[src/rtl/seq_shift_add_multiplier.sv]
// seq_shift_add_multiplier
//   Radix-2 shift-add multiplier that retires one partial product per clock.
//   Signed operands are reduced to magnitudes at start and the sign is
//   reapplied once, when the final product is registered.
//
// Ports
//   clk_i          system clock, rising edge
//   rst_i          asynchronous reset, active high
//   start_i        operation request, honoured only while idle
//   signed_mode_i  1 = two's complement operands/product, 0 = unsigned
//   a_i, b_i       multiplicand / multiplier, captured with start_i
//   busy_o         operation in progress
//   done_o         one-cycle pulse, p_o valid from this cycle
//   p_o            registered 2*WIDTH product, held until the next done_o
//
// state | meaning
// IDLE  | waiting for start_i; p_o holds the last result
// RUN   | one shift-add iteration per clock, WIDTH iterations in total
module seq_shift_add_multiplier #(
    parameter int WIDTH = 8
) (
    input  logic                 clk_i,
    input  logic                 rst_i,
    input  logic                 start_i,
    input  logic                 signed_mode_i,
    input  logic [WIDTH-1:0]     a_i,
    input  logic [WIDTH-1:0]     b_i,
    output logic                 busy_o,
    output logic                 done_o,
    output logic [2*WIDTH-1:0]   p_o
);

    localparam int PW = 2 * WIDTH;
    localparam int CW = $clog2(WIDTH);
    localparam logic [CW-1:0] LAST = CW'(WIDTH - 1);

    typedef enum logic {IDLE, RUN} state_t;

    state_t            state_q, state_d;
    logic [PW-1:0]     mcand_q, mcand_d;
    logic [PW-1:0]     acc_q, acc_d;
    logic [PW-1:0]     p_q, p_d;
    logic [WIDTH-1:0]  mplier_q, mplier_d;
    logic [CW-1:0]     count_q, count_d;
    logic              neg_q, neg_d;
    logic              done_q, done_d;

    logic [WIDTH-1:0]  mag_a, mag_b;
    logic [PW-1:0]     acc_sum;

    // Negating the most negative value wraps back to 2^(WIDTH-1), which is
    // exactly the magnitude when read as an unsigned WIDTH-bit number.
    assign mag_a = (signed_mode_i && a_i[WIDTH-1]) ? (~a_i + WIDTH'(1)) : a_i;
    assign mag_b = (signed_mode_i && b_i[WIDTH-1]) ? (~b_i + WIDTH'(1)) : b_i;

    // The multiplicand is kept pre-shifted, so each step adds it directly
    // instead of shifting by count.
    assign acc_sum = acc_q + (mplier_q[0] ? mcand_q : '0);

    always_ff @(posedge clk_i or posedge rst_i) begin
        if (rst_i) begin
            state_q  <= IDLE;
            mcand_q  <= '0;
            acc_q    <= '0;
            p_q      <= '0;
            mplier_q <= '0;
            count_q  <= '0;
            neg_q    <= 1'b0;
            done_q   <= 1'b0;
        end else begin
            state_q  <= state_d;
            mcand_q  <= mcand_d;
            acc_q    <= acc_d;
            p_q      <= p_d;
            mplier_q <= mplier_d;
            count_q  <= count_d;
            neg_q    <= neg_d;
            done_q   <= done_d;
        end
    end

    always_comb begin
        state_d  = state_q;
        mcand_d  = mcand_q;
        acc_d    = acc_q;
        p_d      = p_q;
        mplier_d = mplier_q;
        count_d  = count_q;
        neg_d    = neg_q;
        done_d   = 1'b0;

        case (state_q)
            IDLE: begin
                if (start_i) begin
                    mcand_d  = {{WIDTH{1'b0}}, mag_a};
                    mplier_d = mag_b;
                    neg_d    = signed_mode_i & (a_i[WIDTH-1] ^ b_i[WIDTH-1]);
                    acc_d    = '0;
                    count_d  = '0;
                    state_d  = RUN;
                end
            end
            RUN: begin
                acc_d    = acc_sum;
                mcand_d  = mcand_q << 1;
                mplier_d = mplier_q >> 1;
                count_d  = count_q + CW'(1);
                if (count_q == LAST) begin
                    // A zero magnitude negates to zero, so no negative zero.
                    p_d     = neg_q ? (~acc_sum + PW'(1)) : acc_sum;
                    done_d  = 1'b1;
                    state_d = IDLE;
                end
            end
            default: state_d = IDLE;
        endcase
    end

    assign busy_o = (state_q == RUN);
    assign done_o = done_q;
    assign p_o    = p_q;

endmodule

[config.mk]
export PLATFORM = sky130hd
export DESIGN_NAME = seq_shift_add_multiplier
export DESIGN_NICKNAME = d
export VERILOG_FILES = /design/src/rtl/seq_shift_add_multiplier.sv
export SDC_FILE = /design/constraint.sdc
export NUM_CORES = 1
export LEC_CHECK = 0
export CAP_MARGIN = 40
export CORE_UTILIZATION = 34
export CTS_BUF_LIST = sky130_fd_sc_hd__clkbuf_4
export DETAILED_ROUTE_END_ITERATION = 10
export GPL_TIMING_DRIVEN = 0
export PLACE_DENSITY = 0.54
export SYNTH_ARGS = -nofsm -noshare
export SYNTH_HDL_FRONTEND = slang
export SYNTH_SLANG_ARGS = --single-unit
[constraint.sdc]
create_clock -name clk_i -period 11 [get_ports clk_i]
set_clock_uncertainty 0.1 [all_clocks]
set_input_delay 2.2 -clock clk_i [delete_from_list [all_inputs] [get_ports clk_i]]
set_output_delay 2.2 -clock clk_i [all_outputs]
set_load 0.01 [all_outputs]
Word-level counts from Yosys, hierarchy flattened
Cells that the tools add are included.

storage, ports and cells
  input port bits = 20
  output and inout port bits = 18
  word-level logic and storage cells = 42
  register bits after elaboration = 62

cells by class
  multiplexer cells = 17
  reductions and logical operators = 4
  add/sub/neg operators = 5
  equal/unequal tests = 2
  bitwise gates (word level) = 6

operators by type and width
  cell                   number
  $mux 16                4
  $pmux 16 s2            2
  $mux 8                 3
  $add 16x1->16 const B  1
  $add 16x16->16         1
  $add 8x1->8 const B    2
  $not 16->16            1
  $not 8->8              2
  $pmux 8 s2             1
  $pmux 3 s2             1
  $mux 1                 4
  $reduce_and 2->1       2
  $add 3x1->3 const B    1
  $eq 3x3->1 const B     1
  $mux 3                 1
  $logic_and 1x1->1      2
  $ne 2x2->1 const B     1
  $pmux 1 s2             1
  $and 1x1->1            1
  $not 1->1              1
  $xor 1x1->1            1

Depth between registers and ports, before layout
  depth in word-level cells = 5
  gate-level depth with buffers = 12
  mapped depth without buffers = 11

Least setup slack after synthesis
Ideal clock, no wire load.

  path kind = register -> register
  start point = reg mplier_q[0]
  end point = reg p_q[13], in the netlist p_o[13]
  path slack = 7.477 ns
  data required time = 10.770 ns
  library setup time = 0.130 ns
  data arrival time = 3.292 ns
  buffers on the path = 1
  cell stages (with the launch flop) = 13
  cell sequence = dfrtp_1 -> clkbuf_1 -> and2_1 -> ha_1 -> fa_1 -> a21oi_1 -> o221a_4 -> xnor2_2 -> or4b_1 -> or3_4 -> o41ai_2 -> xor2_1 -> o21ai_1

between the ends
  word-level cells in the longest chain between the ends = 5

ends and longest elaborated chain
  element                   line  source
  start: declaration        43    logic [WIDTH-1:0] mplier_q, mplier_d;
  start signal: assignment  75    mplier_q <= mplier_d;
  $mux 16 *                 58    assign acc_sum = acc_q + (mplier_q[0] ? mcand_q : '0);
  $add 16x16->16 *          58
  $not 16->16               110   p_d = neg_q ? (~acc_sum + PW'(1)) : acc_sum;
  $add 16x1->16             110
  $mux 16 *                 110
  end signal: assignment    74    p_q <= p_d;
  end: declaration          42    logic [PW-1:0] p_q, p_d;

Every way passes the cells marked *; elsewhere a longest branch is shown, timed or not.
A chain may end at the register's enable or synchronous reset.

Worst setup path after layout
  start point = reg mplier_q[0]
  end point = reg p_q[14], in the netlist p_o[14]

The elaborated chain is that of the path after synthesis.

==> flow_summary.toml <==
[synth]
synthesis.nets = 519
synthesis.area_sq_um = 3990
synth_seq_cells = 62
synth_top_cell_by_area = "dfrtp_1"
synth_area_leaders = "dfrtp_1, nand2_1, o21ai_0"
yosysUniqueCellTypes = 54
synth_top_area_frac = 0.389
seq_area_frac_synth = 0.389
netlist_instances = 478
synthFlopType = "dfrtp_1"
synth_edf_count = 0
synth.most_common_cell = "nand2_1"
synth_common_cells = "nand2_1, o21ai_0, dfrtp_1"
yosysWarnings = 0
synthArstFlopShare = 1.00
syn_avg_cell_area_sq_um = 8.35

[setup_path]
cp_cell_sequence = "clkbuf_1, and2_1, ha_1, fa_1, a21oi_1, o221a_4, xnor2_2, nor4b_1, o2111ai_1, a2111oi_0, mux2i_1, nand2_1"
startpoint_type = "flop"
end_kind = "flop"
critPathTopFamily = "compound AO/OA/AOI/OAI gates"
cp_num_buf_inv = 1
critPathSlowestCell = "a2111oi_0"
rrSetupSlack_ps = 7070
cp.required_ps = 11230
r2r-end = "p_o[14]$_DFFE_PP0P_"
crit_type = "flop to flop"
timing.rr.start = "mplier_q[0]$_DFFE_PP0P_"
critPathMaxFanout = 10
crit_arrival_ps = 4160
max_stage_delay_ps = 550
worst-r2r-cell-count = 12

[detailed_routing]
antenna_left = 0
vias = 3450
dr.pass1.iters = 4
viasPerCell = 5.13
wl_um = 9520
drc_errors = 0
drt-initial-drc-count = 130
wl_per_cell_um = 14.1

[floorplan]
rows = 39
start_util = 0.349
design.core.area_sq_um = 11400
dieArea_sq_um = 12200
num_io_pins = 38
die-width_um = 110
die_y_um = 110

[clocking]
cts_hold_buf = 0
numCtsBuffers = 9
ctsLongestPathBuffers = 2
numClockSinks = 62
cts_tree = "done"
path_clk_slew_ps = 120
clock_latency_ps = 430
post_cts_buffers = 0
clockRootBuffer = "clkbuf_4"
h-tree-depth = 3
cts-resized-gates = 0

[timing]
timing.final.crit_share = 0.357
finalMaxSlewViolations = 0
max_slew.worst_pin.slew_ps = 783
slew_headroom = 0.474
min_period_ps = 3930
max_freq_ghz = 0.254
setup_violations = 0
rsz0062_at_grt = "false"
setup_tns_ps = 0
timing.hold.ws_ps = 386
hold_viol = 0

[finish]
fin_area_sq_um = 4680
fin_util = 0.410
syn_to_final_growth_pct = 17.3
nets = 566
n_fill_cell = 1228
multiInputGateArea_sq_um = 2290
layout-drive-gt1-share = 0.0566
seqCellArea_sq_um = 1550
diodes = 0

[power]
leakage_nw = 2.10
max-vdd-ir-drop_uv = 100
power.density_nw_per_um2 = 246
post-layout-total-power_mw = 1.15

[grt]
grt_pass1_wl_um = 16000
use_met2 = 0.290
grt_pass1_vias = 3295
met1_usage = 0.228
grt_max_degree = 38
met3_usage = 0.0282
grt_usage = 0.173
antenna_found_initial = 0
overflow = 0
top_usage_layer = "met2"

[min_path]
holdCritStartpoint = "p_o[4]$_DFFE_PP0P_"
min_path_cells = 2
hold_path.class = "flop to flop"
min_to = "p_o[4]$_DFFE_PP0P_"

[flow_run]
maxCapViolCount = 0

[status]
status = "finished, final reports clean"

[placed_design]
place_area_sq_um = 4540
port_buffers = 35
hpwlAfterDp_um = 7330
gp_routability_congestion = 0.752
sequential cells by signal, indices dropped and copies added (netlist names):
| signal | flops |
|---|---|
| acc_q | 16 |
| mcand_q | 16 |
| p_o | 16 |
| mplier_q | 8 |
| count_q | 3 |
| busy_o | 1 |
| done_o | 1 |
| neg_q | 1 |
power breakdown:
group | leakage [nW] | switching [mW] | internal (mW)
clock | 0.0662 | 0.0992 | 0.0694
combinational | 1.23 | 0.347 | 0.258
sequential | 0.801 | 0.0566 | 0.321
total | 2.10 | 0.503 | 0.648
kinds of logic (layout without fill, tap and decap cells):
kind of cell | Yosys count | count (layout) | synth area share
flops | 62 | 62 | 0.389
xor+xnor | 28 | 28 | 0.0633
compound gates | 141 | 141 | 0.220
simple gates | 180 | 180 | 0.207
fa+ha+maj | 21 | 21 | 0.0677
mux | 6 | 6 | 0.0154
buf+inv | 40 | 92 | 0.0376
layout by cell type, fill, tap and decap left out, types with 9 or more instances in the layout:
cell / count
nand2_1: 93
inv_1: 17
clkbuf_4: 9
o21ai_0: 68
xor2_1: 12
xnor2_1: 15
nor2_1: 18
a21oi_1: 20
dfrtp_1: 62
a21o_1: 9
nor3_1: 11
and2_1: 17
nand3_1: 18
clkbuf_1: 17
ha_1: 20
clkdlybuf4s50_1: 35
worst max path at each step:
stage / cells past startpoint / slack, ps / endpoint / start
6_report: 12 / 7070 / p_o[14]$_DFFE_PP0P_ / mplier_q[0]$_DFFE_PP0P_
5_1_grt: 12 / 6660 / p_o[14]$_DFFE_PP0P_ / mplier_q[0]$_DFFE_PP0P_
4_1_cts: 12 / 7010 / p_o[14]$_DFFE_PP0P_ / mplier_q[0]$_DFFE_PP0P_
3_5_place_dp: 12 / 7050 / p_o[13]$_DFFE_PP0P_ / mplier_q[0]$_DFFE_PP0P_
3_3_place_gp: 2 / 5920 / p_o[0]$_DFFE_PP0P_ / rst_i
2_1_floorplan: 1 / 7160 / acc_q[0]$_DFFE_PP0P_ / rst_i
layer usage:
| layer | wire length, um | share of wire |
|---|---|---|
| met2 | 4360 | 0.46 |
| met4 | 116 | 0.012 |
| met1 | 4730 | 0.50 |
| met5 | 0 | 0 |
| met3 | 315 | 0.033 |
per-stage QoR:
stage	instances	worst slack, ps
2_1_floorplan	478	7160
3_3_place_gp	656	5920
3_5_place_dp	657	7050
4_1_cts	673	7010
5_1_grt	673	6660
6_report	673	7070
layout make-up:
cell class / count / share of cell area
sequential: 62 / 0.331
buffer: 22 / 0.0176
inverter: 18 / 0.0144
clock buffer: 9 / 0.0144
tap: 143 / 0.0382
timing repair buffer: 36 / 0.0791
clock inverter: 7 / 0.0158
multi-input combinational: 376 / 0.489
worst reg2reg max path, stage by stage, from the launching register on:
cell and delay, ps:
dfrtp_1 490, clkbuf_1 230, and2_1 210, ha_1 210
fa_1 430, a21oi_1 250, o221a_4 260, xnor2_2 110
nor4b_1 460, o2111ai_1 220, a2111oi_0 550, mux2i_1 250
nand2_1 60
Note: power is estimated with default switching activity, not from simulation.
